[src/rtl/scr1_dmi_hs.sv]
`default_nettype none
// ============================================================================
//  Module      : scr1_dmi_hs
//  Description : Debug Module Interface with a full request/response
//                handshake toward the Debug Module. Serves the DTMCS and
//                DMI_ACCESS TAP data registers, holds each DM request until
//                the DM answers, and tracks sticky busy/failed status.
//  Revision    : 1.0 - initial release
// ============================================================================
module scr1_dmi_hs #(
    parameter int unsigned ABITS     = 7,
    parameter int unsigned DATA_W    = 32,
    parameter int unsigned CH_ID_W   = 2,
    parameter int unsigned DTMCS_ID  = 1,
    parameter int unsigned DMI_ID    = 2,
    parameter int unsigned IDLE_HINT = 1
) (
    input  logic               clk,
    input  logic               rst_n,
    // TAP chain side
    input  logic               ch_sel_i,
    input  logic [CH_ID_W-1:0] ch_id_i,
    input  logic               ch_capture_i,
    input  logic               ch_shift_i,
    input  logic               ch_update_i,
    input  logic               ch_tdi_i,
    output logic               ch_tdo_o,
    // Debug Module side
    output logic               dm_req_o,
    output logic               dm_wr_o,
    output logic [ABITS-1:0]   dm_addr_o,
    output logic [DATA_W-1:0]  dm_wdata_o,
    input  logic               dm_resp_i,
    input  logic               dm_err_i,
    input  logic [DATA_W-1:0]  dm_rdata_i
);

    // ------------------------------------------------------------------------
    // Constants
    // ------------------------------------------------------------------------
    localparam int unsigned        c_DRW      = ABITS + DATA_W + 2;
    localparam logic [CH_ID_W-1:0] c_DTMCS_CH = CH_ID_W'(DTMCS_ID);
    localparam logic [CH_ID_W-1:0] c_DMI_CH   = CH_ID_W'(DMI_ID);

    localparam logic [1:0] c_OP_NOP = 2'd0;
    localparam logic [1:0] c_OP_RD  = 2'd1;
    localparam logic [1:0] c_OP_WR  = 2'd2;
    localparam logic [1:0] c_OP_RSV = 2'd3;

    localparam logic [1:0] c_STAT_OK   = 2'd0;
    localparam logic [1:0] c_STAT_FAIL = 2'd2;
    localparam logic [1:0] c_STAT_BUSY = 2'd3;

    localparam logic [2:0] c_IDLE_HINT = 3'(IDLE_HINT);
    localparam logic [5:0] c_ABITS_FLD = 6'(ABITS);
    localparam logic [3:0] c_VERSION   = 4'd1;

    typedef enum logic [0:0] {
        ST_IDLE = 1'b0,
        ST_BUSY = 1'b1
    } state_t;

    // ------------------------------------------------------------------------
    // Registers
    // ------------------------------------------------------------------------
    state_t              r_state;
    logic [c_DRW-1:0]    r_tap_dr;
    logic [1:0]          r_sticky;
    logic [ABITS-1:0]    r_addr;
    logic [DATA_W-1:0]   r_wdata;
    logic                r_wr;
    logic [DATA_W-1:0]   r_rdata;

    // ------------------------------------------------------------------------
    // Combinational signals
    // ------------------------------------------------------------------------
    state_t              w_state_nxt;
    logic                w_accept;
    logic                w_resp_done;
    logic [1:0]          w_sticky_nxt;

    logic                w_dtmcs_sel;
    logic                w_dmi_sel;
    logic                w_dtmcs_upd;
    logic                w_dmi_upd;
    logic                w_dmireset;
    logic                w_hardreset;
    logic                w_busy_err;
    logic                w_rsv_op;

    logic [1:0]          w_upd_op;
    logic [DATA_W-1:0]   w_upd_data;
    logic [ABITS-1:0]    w_upd_addr;

    logic [1:0]          w_opstat;
    logic [31:0]         w_dtmcs_cap;
    logic [c_DRW-1:0]    w_dmi_cap;
    logic [31:0]         w_dtmcs_shift;

    // Chain decode: a register is addressed only while its chain is selected
    assign w_dtmcs_sel = ch_sel_i & (ch_id_i == c_DTMCS_CH);
    assign w_dmi_sel   = ch_sel_i & (ch_id_i == c_DMI_CH);
    assign w_dtmcs_upd = ch_update_i & w_dtmcs_sel;
    assign w_dmi_upd   = ch_update_i & w_dmi_sel;

    // DTMCS control bits as shifted in by the debugger
    assign w_dmireset  = w_dtmcs_upd & r_tap_dr[16];
    assign w_hardreset = w_dtmcs_upd & r_tap_dr[17];

    // DMI_ACCESS fields, layout {addr, data, op}
    assign w_upd_op   = r_tap_dr[1:0];
    assign w_upd_data = r_tap_dr[DATA_W+1:2];
    assign w_upd_addr = r_tap_dr[c_DRW-1:DATA_W+2];

    // A DMI access arriving while a request is outstanding is a busy error;
    // a reserved op arriving in idle is a failure
    assign w_busy_err = w_dmi_upd & (r_state == ST_BUSY);
    assign w_rsv_op   = w_dmi_upd & (r_state == ST_IDLE) & (w_upd_op == c_OP_RSV);

    // Capture images of both data registers
    assign w_opstat    = (r_state == ST_BUSY) ? c_STAT_BUSY : r_sticky;
    assign w_dtmcs_cap = {14'b0, 2'b0, 1'b0, c_IDLE_HINT, r_sticky, c_ABITS_FLD, c_VERSION};
    assign w_dmi_cap   = {r_addr, r_rdata, w_opstat};

    // DTMCS is only 32 bits long: TDI enters at bit 31 and the rest stays zero
    assign w_dtmcs_shift = {ch_tdi_i, r_tap_dr[31:1]};

    // Request outputs come straight from flops
    assign ch_tdo_o   = r_tap_dr[0];
    assign dm_req_o   = (r_state == ST_BUSY);
    assign dm_wr_o    = r_wr;
    assign dm_addr_o  = r_addr;
    assign dm_wdata_o = r_wdata;

    // Handshake state register
    always_ff @(posedge clk or negedge rst_n) begin
        if (!rst_n) begin
            r_state <= ST_IDLE;
        end else begin
            r_state <= w_state_nxt;
        end
    end

    // Next-state logic: accept a read/write in idle, finish on DM response
    always_comb begin
        w_state_nxt = r_state;
        w_accept    = 1'b0;
        w_resp_done = 1'b0;
        case (r_state)
            ST_IDLE: begin
                if (w_dmi_upd && (r_sticky == c_STAT_OK) &&
                    ((w_upd_op == c_OP_RD) || (w_upd_op == c_OP_WR))) begin
                    w_state_nxt = ST_BUSY;
                    w_accept    = 1'b1;
                end
            end
            ST_BUSY: begin
                if (dm_resp_i) begin
                    w_state_nxt = ST_IDLE;
                    w_resp_done = 1'b1;
                end
            end
            default: begin
                w_state_nxt = ST_IDLE;
            end
        endcase
        // Hard reset abandons the transaction, including a same-cycle response
        if (w_hardreset) begin
            w_state_nxt = ST_IDLE;
            w_accept    = 1'b0;
            w_resp_done = 1'b0;
        end
    end

    // Sticky status: cleared by either reset bit, otherwise set only from OK
    always_comb begin
        w_sticky_nxt = r_sticky;
        if (w_dmireset || w_hardreset) begin
            w_sticky_nxt = c_STAT_OK;
        end else if (r_sticky == c_STAT_OK) begin
            if (w_busy_err) begin
                w_sticky_nxt = c_STAT_BUSY;
            end else if (w_resp_done && dm_err_i) begin
                w_sticky_nxt = c_STAT_FAIL;
            end else if (w_rsv_op) begin
                w_sticky_nxt = c_STAT_FAIL;
            end
        end
    end

    // Sticky status register
    always_ff @(posedge clk or negedge rst_n) begin
        if (!rst_n) begin
            r_sticky <= c_STAT_OK;
        end else begin
            r_sticky <= w_sticky_nxt;
        end
    end

    // Request fields are latched on acceptance and held while busy
    always_ff @(posedge clk or negedge rst_n) begin
        if (!rst_n) begin
            r_addr  <= '0;
            r_wdata <= '0;
            r_wr    <= 1'b0;
        end else if (w_accept) begin
            r_addr  <= w_upd_addr;
            r_wdata <= w_upd_data;
            r_wr    <= (w_upd_op == c_OP_WR);
        end
    end

    // Read data is kept only from a successful read response
    always_ff @(posedge clk or negedge rst_n) begin
        if (!rst_n) begin
            r_rdata <= '0;
        end else if (w_resp_done && !r_wr && !dm_err_i) begin
            r_rdata <= dm_rdata_i;
        end
    end

    // TAP data register: capture wins over shift
    always_ff @(posedge clk or negedge rst_n) begin
        if (!rst_n) begin
            r_tap_dr <= '0;
        end else if (ch_capture_i && w_dtmcs_sel) begin
            r_tap_dr <= c_DRW'(w_dtmcs_cap);
        end else if (ch_capture_i && w_dmi_sel) begin
            r_tap_dr <= w_dmi_cap;
        end else if (ch_shift_i && w_dtmcs_sel) begin
            r_tap_dr <= c_DRW'(w_dtmcs_shift);
        end else if (ch_shift_i && w_dmi_sel) begin
            r_tap_dr <= {ch_tdi_i, r_tap_dr[c_DRW-1:1]};
        end
    end

    // Nop is accepted by the debugger protocol and produces no activity
    logic w_unused_nop;
    assign w_unused_nop = (w_upd_op == c_OP_NOP);

endmodule
`default_nettype wire

[config.mk]
export PLATFORM = sky130hd
export DESIGN_NAME = scr1_dmi_hs
export DESIGN_NICKNAME = d
export VERILOG_FILES = /design/src/rtl/scr1_dmi_hs.sv
export SDC_FILE = /design/constraint.sdc
export NUM_CORES = 1
export LEC_CHECK = 0
export CORE_ASPECT_RATIO = 0.75
export CORE_UTILIZATION = 40
export CTS_CLUSTER_SIZE = 8
export DETAILED_ROUTE_END_ITERATION = 8
export GPL_TIMING_DRIVEN = 0
export PLACE_DENSITY = 0.72
export SETUP_SLACK_MARGIN = 0.3
export SLEW_MARGIN = 15
export SYNTH_ARGS = -nofsm -noshare
export SYNTH_HDL_FRONTEND = slang
export SYNTH_SLANG_ARGS = --single-unit
[constraint.sdc]
create_clock -name clk -period 5.6 [get_ports clk]
set_clock_uncertainty 0.05 [all_clocks]
set_input_delay 1.12 -clock clk [delete_from_list [all_inputs] [get_ports clk]]
set_output_delay 1.12 -clock clk [all_outputs]
set_load 0.01 [all_outputs]
==> flow_summary.yaml <==
drt:
  drc: 0
  drtIter0Drc: 193
  firstDrtPassIters: 4
  wirelength_um: 11300
  post_drt_wl_per_cell_um: 17.0
  drt.antenna.violating_nets: 0
  vias_per_cell: 5.08
  via_count: 3375
pwr:
  p_leak_uw: 0.00320
  p_per_area_nw_per_um2: 462
  vdd_drop_max_mv: 0.239
  p_total_uw: 3070
finish:
  layout-drive-gt1-share: 0.226
  multi_input_area_sq_um: 1990
  regArea_sq_um: 2900
  finalNetCount: 533
  area_growth_pct: 31.8
  fill_cells: 1017
  num_antenna_cells: 0
  finalInstanceArea_sq_um: 6640
die:
  dieArea_sq_um: 13100
  rows: 35
  start_util: 0.411
  die_w_um: 132
  io_pins: 85
  core_area_sq_um: 12300
  die_y_um: 99.2
clocking:
  cts_setup_buffers: 0
  cts.clk_slew.worst_paths_ps: 50
  cts_sinks: 116
  cts_made_buffers: 17
  cts-resized-gates: 0
  root_buffer: "clkbuf_16"
  cts_tree: "done"
  htree_levels: 4
  clk_latency_ps: 410
  clk_path_buf_depth: 2
  postCtsHoldBufs: 0
placed_design:
  io_buffers: 82
  gp_congestion: 0.801
  dp_slack_ps: 2020
  placed_area_sq_um: 6100
  dpl.hpwl_um: 7820
yosys:
  ys.flop_type: "dfrtp_1"
  yosysWarnings: 0
  ys_seq_area_frac: 0.576
  synth_top_family_by_area: "multiplexers"
  synth_top_cells_by_count: "dfrtp_1 (116), mux2_4 (39), nand2_1 (37)"
  yosysTopAreaCell: "dfrtp_1"
  synthesis.area_sq_um: 5040
  syn_avg_cell_area_sq_um: 13.1
  synth_fa_ha_area_frac: 0.00497
  synthTopCellsByArea: "dfrtp_1 (58%), mux2_4 (12%), mux2_2 (7.1%)"
  synth_cell_types: 37
  synthXorXnorAreaFrac: 0
  synth-compound-area-share: 0.0725
  synthArstFlopShare: 1.00
  post_synth_inst_count: 386
  synth.most_common_cell: "dfrtp_1"
  synth.area.mux_share: 0.238
  synthSimpleGateAreaFrac: 0.0802
  syn_nets: 431
  netlist.area_leader.share: 0.576
  synth-seq-cells: 116
  synth_edf_count: 0
sta:
  slew_headroom: 0.490
  period_share: 0.563
  final-hold-violation-count: 0
  max_slew.worst_pin.slew_ps: 764
  fmax_mhz: 317
  finalSetupViolations: 0
  tns_ps: 0
  fin_crit_ps: 3150
  slew_violations: 0
  fin_ws_ps: 2450
  rsz0062_at_grt: "false"
setup_path:
  path_max_fanout: 10
  path_class: "primary input to flop"
  crit_path_start_kind: "primary input"
  crit_required_ps: 5840
  cp_data_arrival_time_ps: 3390
  crit_path_end_kind: "flop"
grt:
  grt_overflow: 0
  antenna_found_initial: 0
  grt_max_degree: 63
  grt.total_usage: 0.188
  grt_pass1_wl_um: 18400
  grt_pass1_vias: 3461
outcome:
  outcome: "finished, final reports clean"
job:
  drv_cap: 0
min_path:
  worstHoldPathType: "flop to flop"
[worst paths after layout]
path / slack [ps] / cells after the start / startpoint / to
worst max-delay path: 2450 / 7 / ch_id_i[1] / r_rdata[11]
worst min-delay path: 450 / 1 / r_rdata[13] / r_rdata[13]
worst max register to register: 3490 / 6 / r_tap_dr[17] / r_rdata[11]
worst min register to register: 450 / 1 / r_rdata[13] / r_rdata[13]
max in group asynchronous: 4190 / 2 / rst_n / r_tap_dr[33]
min in group asynchronous: 640 / 1 / rst_n / dm_wdata_o[6]
[through the flow]
step	std cells	utilization	hold slack (ps)
floorplan	386	-	412
global placement	634	0.495	437
detailed placement	635	0.497	443
CTS	665	0.542	455
global route	665	0.542	472
finish	665	0.542	453
[flip-flops by register name, summed over array words and instances, names as in the netlist]
register,cells
r_tap_dr,41
dm_wr_o,1
r_rdata,32
dm_addr_o,7
dm_wdata_o,32
dm_req_o,1
r_sticky,2
[area by class of cell]
class	count	share of cell area
inverters	3	0.00170
clock buffers	25	0.0746
well taps	166	0.0313
repair buffers	83	0.128
multi-input cells	244	0.300
clock inverters	5	0.00753
plain buffers	23	0.0202
flip-flops and latches	116	0.437
[report_power, final]
group | total, uW | switching, uW | internal (uW)
Clock | 1010 | 361 | 648
Combinational | 719 | 248 | 472
Sequential | 1340 | 211 | 1130
[logic make-up (layout without fill, tap and decap cells)]
group / Yosys count / in the layout
flip-flops: 116 / 116
multiplexers: 96 / 96
AND/OR/NAND/NOR: 86 / 86
AO/OA/AOI/OAI: 60 / 60
buffers and inverters: 26 / 139
adder cells (fa/ha/maj): 2 / 2
[per-layer routing]
layer  vias to the layer above  track usage  share of wire
met5                         -            0              0
met4                         0       0.0742          0.013
met3                        16       0.0596          0.062
met2                        96        0.283           0.46
met1                      1676        0.254           0.47
li1                       1587            -              -
[placed cells by master, fill, tap and decap left out, types with 14 or more instances in the layout]
| master | instances |
|---|---|
| mux2_2 | 32 |
| nand2_1 | 37 |
| nor2_1 | 21 |
| mux2_4 | 39 |
| dfrtp_1 | 116 |
| clkdlybuf4s50_1 | 81 |
| clkbuf_1 | 14 |
| o21ai_0 | 33 |
| clkbuf_16 | 17 |
| mux2i_1 | 24 |
[critical path, cell delays in order]
cell and delay (ps):
clkdlybuf4s50_1 510, nand2b_1 280, o31ai_1 330, or4b_1 160, clkbuf_1 250, buf_2 350
mux2_2 380
(Power assumes the default switching activity.)
